**src/rtl/hamming_pkg.sv**
```systemverilog
// Shared constants, position mapping and encoder state for the serial
// Hamming SEC link: 128 data bits plus 8 parity bits at positions 2^i.
package hamming_pkg;

    localparam int DATA_W = 128;
    localparam int CODE_W = 136;
    localparam int PAR_W  = 8;

    typedef enum logic [2:0] {
        ST_IDLE,
        ST_BUILD,
        ST_SOF,
        ST_SEND,
        ST_GAP
    } enc_state_e;

    function automatic logic is_par_pos(input int p);
        return (p > 0) && ((p & (p - 1)) == 0);
    endfunction

    // Data index carried at non-parity position p: skip the powers of two at or below p.
    function automatic int data_idx(input int p);
        return p - $clog2(p + 1);
    endfunction

    function automatic int par_idx(input int p);
        return $clog2(p);
    endfunction

    function automatic logic [CODE_W:1] par_mask(input int i);
        logic [CODE_W:1] m;
        m = '0;
        for (int p = 1; p <= CODE_W; p++) begin
            m[p] = !is_par_pos(p) && (((p >> i) & 1) != 0);
        end
        return m;
    endfunction

endpackage

```
**src/rtl/hamming_encoder_if.sv**
```systemverilog
// Parallel-load / serial-out bundle between a word source and the encoder.
// Fault-injection signals exist only when ENC_ERR_INJECT_EN is defined.
interface hamming_encoder_if;
    import hamming_pkg::*;

    logic              start;
    logic [DATA_W:1]   din;
    logic              busy;
    logic              frame_start;
    logic              serial_out;
    logic              done;
`ifdef ENC_ERR_INJECT_EN
    logic              err_en;
    logic [7:0]        err_pos;
`endif

    modport master (
        output start,
        output din,
`ifdef ENC_ERR_INJECT_EN
        output err_en,
        output err_pos,
`endif
        input  busy,
        input  frame_start,
        input  serial_out,
        input  done
    );

    modport slave (
        input  start,
        input  din,
`ifdef ENC_ERR_INJECT_EN
        input  err_en,
        input  err_pos,
`endif
        output busy,
        output frame_start,
        output serial_out,
        output done
    );

endinterface

```
**src/rtl/hamming_parity_gen.sv**
```systemverilog
// Combinational 128-bit data to 136-bit even-parity Hamming codeword.
module hamming_parity_gen
    import hamming_pkg::*;
(
    input  logic [DATA_W:1] i_data,
    output logic [CODE_W:1] o_code
);

    logic [CODE_W:1] w_place;

    for (genvar p = 1; p <= CODE_W; p++) begin : g_pos
        if (is_par_pos(p)) begin : g_par
            assign w_place[p] = 1'b0;
            assign o_code[p]  = ^(w_place & par_mask(par_idx(p)));
        end else begin : g_dat
            assign w_place[p] = i_data[data_idx(p)];
            assign o_code[p]  = w_place[p];
        end
    end

endmodule

```
**src/rtl/hamming_encoder.sv**
```systemverilog
// Serial Hamming SEC encoder: load a word, build the codeword, shift it out
// position 136 first, then hold busy for IFG cycles. Option: ENC_ERR_INJECT_EN.
module hamming_encoder
    import hamming_pkg::*;
#(
    parameter int IFG = 8
) (
    input  logic              clk,
    input  logic              reset,
    hamming_encoder_if.slave  bus
);

    enc_state_e       r_state;
    enc_state_e       w_state;
    logic [DATA_W:1]  r_data;
    logic [CODE_W:1]  r_code;
    logic [CODE_W:1]  w_code;
    logic [CODE_W:1]  w_mask;
    logic [7:0]       r_cnt;
    logic [7:0]       w_cnt;
    logic [7:0]       r_gap;
    logic [7:0]       w_gap;
    logic             r_busy;
    logic             w_busy;
    logic             r_fs;
    logic             w_fs;
    logic             r_ser;
    logic             w_ser;
    logic             r_done;
    logic             w_done;
    logic             w_load;
    logic             w_build;

    hamming_parity_gen u_parity (
        .i_data (r_data),
        .o_code (w_code)
    );

`ifdef ENC_ERR_INJECT_EN
    logic             r_err_en;
    logic [7:0]       r_err_pos;

    always_ff @(posedge clk or negedge reset) begin
        if (!reset) begin
            r_err_en  <= 1'b0;
            r_err_pos <= '0;
        end else if (w_load) begin
            r_err_en  <= bus.err_en;
            r_err_pos <= bus.err_pos;
        end
    end

    // Out-of-range positions leave the codeword untouched.
    always_comb begin
        w_mask = '0;
        if (r_err_en && (r_err_pos >= 8'd1) && (r_err_pos <= 8'(CODE_W)))
            w_mask[r_err_pos] = 1'b1;
    end
`else
    assign w_mask = '0;
`endif

    always_comb begin
        w_state = r_state;
        w_cnt   = r_cnt;
        w_gap   = r_gap;
        w_busy  = r_busy;
        w_fs    = 1'b0;
        w_ser   = 1'b0;
        w_done  = 1'b0;
        w_load  = 1'b0;
        w_build = 1'b0;
        unique case (r_state)
            ST_IDLE: begin
                if (bus.start) begin
                    w_load  = 1'b1;
                    w_busy  = 1'b1;
                    w_state = ST_BUILD;
                end
            end
            ST_BUILD: begin
                w_build = 1'b1;
                w_cnt   = 8'(CODE_W);
                w_fs    = 1'b1;
                w_state = ST_SOF;
            end
            ST_SOF: begin
                w_ser   = r_code[r_cnt];
                w_state = ST_SEND;
            end
            ST_SEND: begin
                // r_cnt is the position currently on the line.
                if (r_cnt == 8'd1) begin
                    w_done = 1'b1;
                    if (IFG == 0) begin
                        w_busy  = 1'b0;
                        w_state = ST_IDLE;
                    end else begin
                        w_gap   = 8'(IFG - 1);
                        w_state = ST_GAP;
                    end
                end else begin
                    w_cnt = r_cnt - 8'd1;
                    w_ser = r_code[w_cnt];
                end
            end
            ST_GAP: begin
                if (r_gap == 8'd0) begin
                    w_busy  = 1'b0;
                    w_state = ST_IDLE;
                end else begin
                    w_gap = r_gap - 8'd1;
                end
            end
            default: begin
                w_busy  = 1'b0;
                w_state = ST_IDLE;
            end
        endcase
    end

    always_ff @(posedge clk or negedge reset) begin
        if (!reset) begin
            r_state <= ST_IDLE;
            r_data  <= '0;
            r_code  <= '0;
            r_cnt   <= '0;
            r_gap   <= '0;
            r_busy  <= 1'b0;
            r_fs    <= 1'b0;
            r_ser   <= 1'b0;
            r_done  <= 1'b0;
        end else begin
            r_state <= w_state;
            r_cnt   <= w_cnt;
            r_gap   <= w_gap;
            r_busy  <= w_busy;
            r_fs    <= w_fs;
            r_ser   <= w_ser;
            r_done  <= w_done;
            if (w_load)
                r_data <= bus.din;
            if (w_build)
                r_code <= w_code ^ w_mask;
        end
    end

    assign bus.busy        = r_busy;
    assign bus.frame_start = r_fs;
    assign bus.serial_out  = r_ser;
    assign bus.done        = r_done;

endmodule

```
**src/flat_wrapper.sv**
```systemverilog
// flat-port wrapper written by rule: the top's interface ports become plain ports
module hamming_encoder_flat import hamming_pkg::*;
#(
    parameter int IFG = 8
)
  (clk, reset, bus_start, bus_din, bus_busy, bus_frame_start, bus_serial_out, bus_done);
  hamming_encoder_if bus_i ();
  input  logic clk;
  input  logic reset;
  input wire logic [$bits(bus_i.start)-1:0] bus_start;
  input wire logic [$bits(bus_i.din)-1:0] bus_din;
  output wire logic [$bits(bus_i.busy)-1:0] bus_busy;
  output wire logic [$bits(bus_i.frame_start)-1:0] bus_frame_start;
  output wire logic [$bits(bus_i.serial_out)-1:0] bus_serial_out;
  output wire logic [$bits(bus_i.done)-1:0] bus_done;
  assign bus_i.start = bus_start;
  assign bus_i.din = bus_din;
  assign bus_busy = bus_i.busy;
  assign bus_frame_start = bus_i.frame_start;
  assign bus_serial_out = bus_i.serial_out;
  assign bus_done = bus_i.done;
  hamming_encoder #(.IFG(IFG)) u_core (.clk(clk), .reset(reset), .bus(bus_i));
endmodule
```
**config.mk**
```make
export PLATFORM = sky130hd
export DESIGN_NAME = hamming_encoder_flat
export DESIGN_NICKNAME = d
export VERILOG_FILES = /design/src/rtl/hamming_pkg.sv /design/src/rtl/hamming_encoder_if.sv /design/src/rtl/hamming_parity_gen.sv /design/src/rtl/hamming_encoder.sv /design/src/flat_wrapper.sv
export SDC_FILE = /design/constraint.sdc
export NUM_CORES = 1
export LEC_CHECK = 0
export CAP_MARGIN = 20
export CORE_MARGIN = 2
export CORE_UTILIZATION = 40
export DETAILED_ROUTE_END_ITERATION = 8
export PLACE_DENSITY_LB_ADDON = 0.3
export SYNTH_ARGS = -nofsm -noshare
export SYNTH_HDL_FRONTEND = slang
export SYNTH_SLANG_ARGS = --single-unit
```
**constraint.sdc**
```tcl
create_clock -name clk -period 3.4 [get_ports clk]
set_input_delay 0.68 -clock clk [delete_from_list [all_inputs] [get_ports clk]]
set_output_delay 0.68 -clock clk [all_outputs]
set_load 0.03 [all_outputs]
```
# [After elaboration in Yosys (flattened, before gate mapping)]
# Index checks and enable logic that the tools add are counted.
[totals] regBits=287 input_bits=131 out_inout_bits=4 word_cells=64
[op_classes] add_sub_neg=2 magnitude_cmp=2 n_eq_ne=10 mux=23 n_bitwise=1 n_reduce_logical=17
[ops] op="XOR reduction 136 bit" n=8
[ops] op="case mux 8 bit (2 select lines)" n=2
[ops] op="two-way mux 8 bit" n=3
[ops] op="less-than comparator 8 x 9 -> 1 bit, second input constant" n=2
[ops] op="binary-select mux 1 bit (select 8 bit)" n=2
[ops] op="subtractor 8 x 1 -> 8 bit, second input constant" n=2
[ops] op="case mux 3 bit (5 select lines)" n=1
[ops] op="two-way mux 1 bit" n=10
[ops] op="two-way mux 3 bit" n=3
[ops] op="AND reduction 3 bit" n=3
[ops] op="== test 8 x 1 -> 1 bit, second input constant" n=1
[ops] op="logical NOT 8 bit" n=1
[ops] op="== test 3 x 2 -> 1 bit, second input constant" n=2
[ops] op="inequality test 2 bit, second input constant" n=3
[ops] op="inequality test 2 x 1 -> 1 bit, second input constant" n=2
[ops] op="nonzero test 2 bit" n=2
[ops] op="== test 3 x 1 -> 1 bit, second input constant" n=1
[ops] op="== test 3 bit, second input constant" n=1
[ops] op="logical NOT 3 bit" n=1
[ops] op="case mux 1 bit (3 select lines)" n=1
[ops] op="OR reduction 3 bit" n=1
[ops] op="case mux 1 bit (2 select lines)" n=1
[ops] op="AND reduction 2 bit" n=1
[ops] op="inverter 1 bit" n=1

# [Logic depth before layout (Yosys ltp)]
[depth] ltp_word=5 depth_mapped=14

# [Modules after synthesis]
# Synthesis repeated with hierarchy kept, for this count alone.
[hier_totals] cells_unflattened=1485 area_unflattened_um2=16656.0
[modules_own_cells] mod="hamming_encoder" instances=1 cells_each=1138 area_each_um2=13241.4
[modules_own_cells] mod="hamming_parity_gen" instances=1 cells_each=347 area_each_um2=3414.5

# [Worst setup path before layout]
# Ideal clock, no wire load.
[synth_timing] path_kind="reg2reg" start="register u_core.r_cnt[1]" end="register u_core.r_ser (netlist: u_core.bus.serial_out)" setup_ns=0.135 t_arrival_ns=3.089 path_slack_ns=0.176 stages_incl_launch_ff=13 path_buffers=4 period_less_slack_ns=3.224 cell_sequence="dfrtp_1 > buf_2 > buf_1 > inv_1 > ha_1 > clkbuf_2 > clkbuf_1 > mux4_2 > mux4_2 > mux2i_1 > mux2i_1 > a31oi_1 > o311ai_1"
[synth_via] elab_chain_len=5 elab_cells_between_ends=8 classes_between="add/sub: 1; eq/ne: 1; mux: 6"
[synth_lines] element="start: declaration" line="hamming_encoder.sv:19" text="logic [7:0] r_cnt;"
[synth_lines] element="start signal: assignment" line="hamming_encoder.sv:135" text="r_cnt <= w_cnt;"
[synth_lines] element="subtractor 8 x 1 -> 8 bit" line="hamming_encoder.sv:103" text="w_cnt = r_cnt - 8'd1;"
[synth_lines] element="binary-select mux 1 bit (select 8 bit)" line="hamming_encoder.sv:104" text="w_ser = r_code[w_cnt];"
[synth_lines] element="two-way mux 1 bit (not written as such)" line="hamming_encoder.sv:104"
[synth_lines] element="two-way mux 1 bit" line="hamming_encoder.sv:93" text="if (r_cnt == 8'd1) begin"
[synth_lines] element="case mux 1 bit (2 select lines) *" line="hamming_encoder.sv:73" text="unique case (r_state)"
[synth_lines] element="net u_core.w_ser" line="hamming_encoder.sv:28" text="logic w_ser;"
[synth_lines] element="end signal: assignment" line="hamming_encoder.sv:139" text="r_ser <= w_ser;"
[synth_lines] element="end: declaration" line="hamming_encoder.sv:27" text="logic r_ser;"
# Mark *: on every way through the listed nets, which the timed path passes. The rest lies on a longest branch. The select of a mux whose other input is x is not followed.
# A chain may end at the register's enable or synchronous reset.

# [Worst setup path after layout]
[layout_timing] start="register u_core.r_cnt[0]" end="register u_core.r_ser (netlist: u_core.bus.serial_out)"
# The elaborated chain is that of the path after synthesis.

==> flow_summary.ini <==
[synthesis]
synth_edf_count = 0
ys_warn_count = 0
synth-async-reset-ratio_pct = 100
syn_area_sq_um = 15500
synth_cell_types = 53
synth-seq-cells = 287
netlist_instances = 1356
synth_flop_cell = dfrtp_1
syn-num-nets = 1491
ys_seq_area_share_pct = 46.3
synth.avg_cell_area_sq_um = 11.4

[flow_run]
cap_violations = 0

[final_layout]
layout_common_cells = nand2_1 (409), dfrtp_1 (286), xnor2_1 (194)
syn2layout_area_growth_pct = 19.9
drive_above_1_share_pct = 19.3
final_util_pct = 48.4
nets = 1608
finalNonFillerCells = 2016
diodes = 0
final_common_cell = nand2_1

[detailed_routing]
drtAntennaViolNets = 0
routed-via-count = 10589
post-route-drc-count = 0
drt_wl_total_mm = 42.3
avgRoutedWirePerCell_um = 21.0
drt_first_iter_violations = 896
dr.pass1.iters = 4
vias_per_cell = 5.25

[placed_design]
dp.final_hpwl_mm = 30.6
io_buffers = 134
dp_slack_ns = 0.432
gp_congestion = 0.940
dp_cells = 1953

[sta]
final-hold-violation-count = 0
finClkSkew_ns = 0.0364
slew_violations = 0
setup_violations = 0
rsz0062_at_grt = false
period_needed_ns = 2.99
worst_slack_ns = 0.410
min_period_over_period_pct = 87.9
final.setup.tns_ns = 0
fmax_ghz = 0.334
relSlewSlack_pct = 46.0
worst_slew_pin_slew_ns = 0.810

[global_route]
grt_overflow = 0
grt_pass1_vias = 10877
antenna_found_initial = 0
grt_pass1_wl_mm = 66.2
grt.total_usage_pct = 21.6
grt_max_degree = 149

[floorplanning]
initial_core_util_pct = 40.3
fp.dieW_um = 201
die_h_um = 201
design.core.area_sq_um = 38500
die-area_sq_um = 40400
pin_count = 135
fp-row-count = 72

[clocking]
cts_sinks = 287
cts_hold_buf = 0
cts-buffers-inserted = 35
root_buffer = clkbuf_16
cts_resized = 0
clock_latency_ns = 0.56
cts_tree = done
h-tree-depth = 2
post_cts_buffers = 0
cts_buffer_depth = 3
cts.clk_slew.worst_paths_ns = 0.06

[setup_path]
cp.required_ns = 3.80
critPathMaxFanout = 14
critPathArrivalTime_ns = 3.39
critPathCaptureType = flip-flop
startpoint_type = flip-flop
crit_type = reg2reg

[status]
status = complete, no violations

[worst_hold_path]
worstHoldPathType = in2async
final cells by class:
type                       count  area, sq um
multi-input combinational    986         7970
timing repair buffer         153         1590
fill                        3572        19900
inverter                      10         40.0
tap                          518          648
clock inverter                15          171
sequential                   287         7190
clock buffer                  47         1000
flip-flops by register name (all words and copies together), names as in the netlist:
signal / count
u_core.bus.busy: 1
u_core.r_code: 136
u_core.r_gap: 8
u_core.r_data: 128
u_core.bus.serial_out: 1
u_core.r_state: 3
u_core.r_cnt: 8
u_core.bus.done: 1
u_core.bus.frame_start: 1
final timing paths:
kind / slack, ns / start / cells past startpoint / to
min in group clk: 0.47 / u_core.r_gap[0] / 1 / u_core.r_gap[0]
hold reg to reg: 0.47 / u_core.r_gap[0] / 1 / u_core.r_gap[0]
setup / recovery: 0.41 / u_core.r_cnt[0] / 9 / u_core.bus.serial_out
setup reg to reg: 0.41 / u_core.r_cnt[0] / 9 / u_core.bus.serial_out
hold / removal: 0.06 / reset / 1 / u_core.r_data[119]
max in group asynchronous: 2.44 / reset / 2 / u_core.r_data[92]
cell usage after synthesis, types with 3 or more instances:
cell type	count	area share, %
nor3_1	7	0.23
nand3_1	9	0.29
buf_4	3	0.15
a211oi_1	3	0.15
xor2_1	36	2.0
a21oi_1	9	0.29
clkbuf_1	49	1.2
mux4_2	70	10
inv_1	8	0.19
ha_1	4	0.32
nor4_1	3	0.12
mux4_1	7	1.2
o21ai_0	17	0.55
buf_6	5	0.36
a31oi_1	4	0.16
nor2_1	19	0.46
buf_1	8	0.19
xnor3_1	15	2.2
mux2_2	130	9.4
or3_1	3	0.12
dfrtp_1	287	46
xnor2_1	194	11
nand2_1	409	9.9
buf_2	6	0.19
mux2i_1	17	1.1
critical path, stage by stage (launching register included):
cell and delay, ns:
dfrtp_4 0.49, inv_2 0.07, ha_1 0.34, xor2_4 0.46, mux4_1 0.59, or2_2 0.28, a21oi_1 0.12, mux4_2 0.25
a2111o_1 0.14, o311ai_1 0.09
cell families (layout without fill, tap and decap cells):
kind of cell	after synthesis	count (layout)	share of synthesized area, %
and+or+nand+nor	466	466	11.9
buffers and inverters	83	225	2.44
adders and majority gates	4	4	0.323
muxes	224	224	21.9
DFF	287	287	46.3
AOI/OAI and AO/OA	46	46	1.85
xor gates and xnor gates	246	246	15.3
per-stage QoR:
stage / hold slack [ns] / cell area (sq um)
2_1_floorplan: 0.384 / 15500
3_3_place_gp: 0.455 / 17400
3_5_place_dp: 0.464 / 17400
4_1_cts: 0.0605 / 18600
5_1_grt: 0.0829 / 18600
6_report: 0.0576 / 18600
per-layer routing:
| metal | part of all wire [%] | vias to the layer above | GRT usage [%] | wire (um) |
|---|---|---|---|---|
| li1 | - | 4817 | - | - |
| met1 | 44 | 5354 | 29.7 | 18800 |
| met2 | 45 | 327 | 32.7 | 18900 |
| met3 | 6.1 | 91 | 4.12 | 2570 |
| met4 | 4.8 | 0 | 10.7 | 2040 |
| met5 | 0 | - | 0 | 0 |
Power is not shown: default switching activity piles up to over one toggle a cycle in this logic, so the estimate is an artifact.
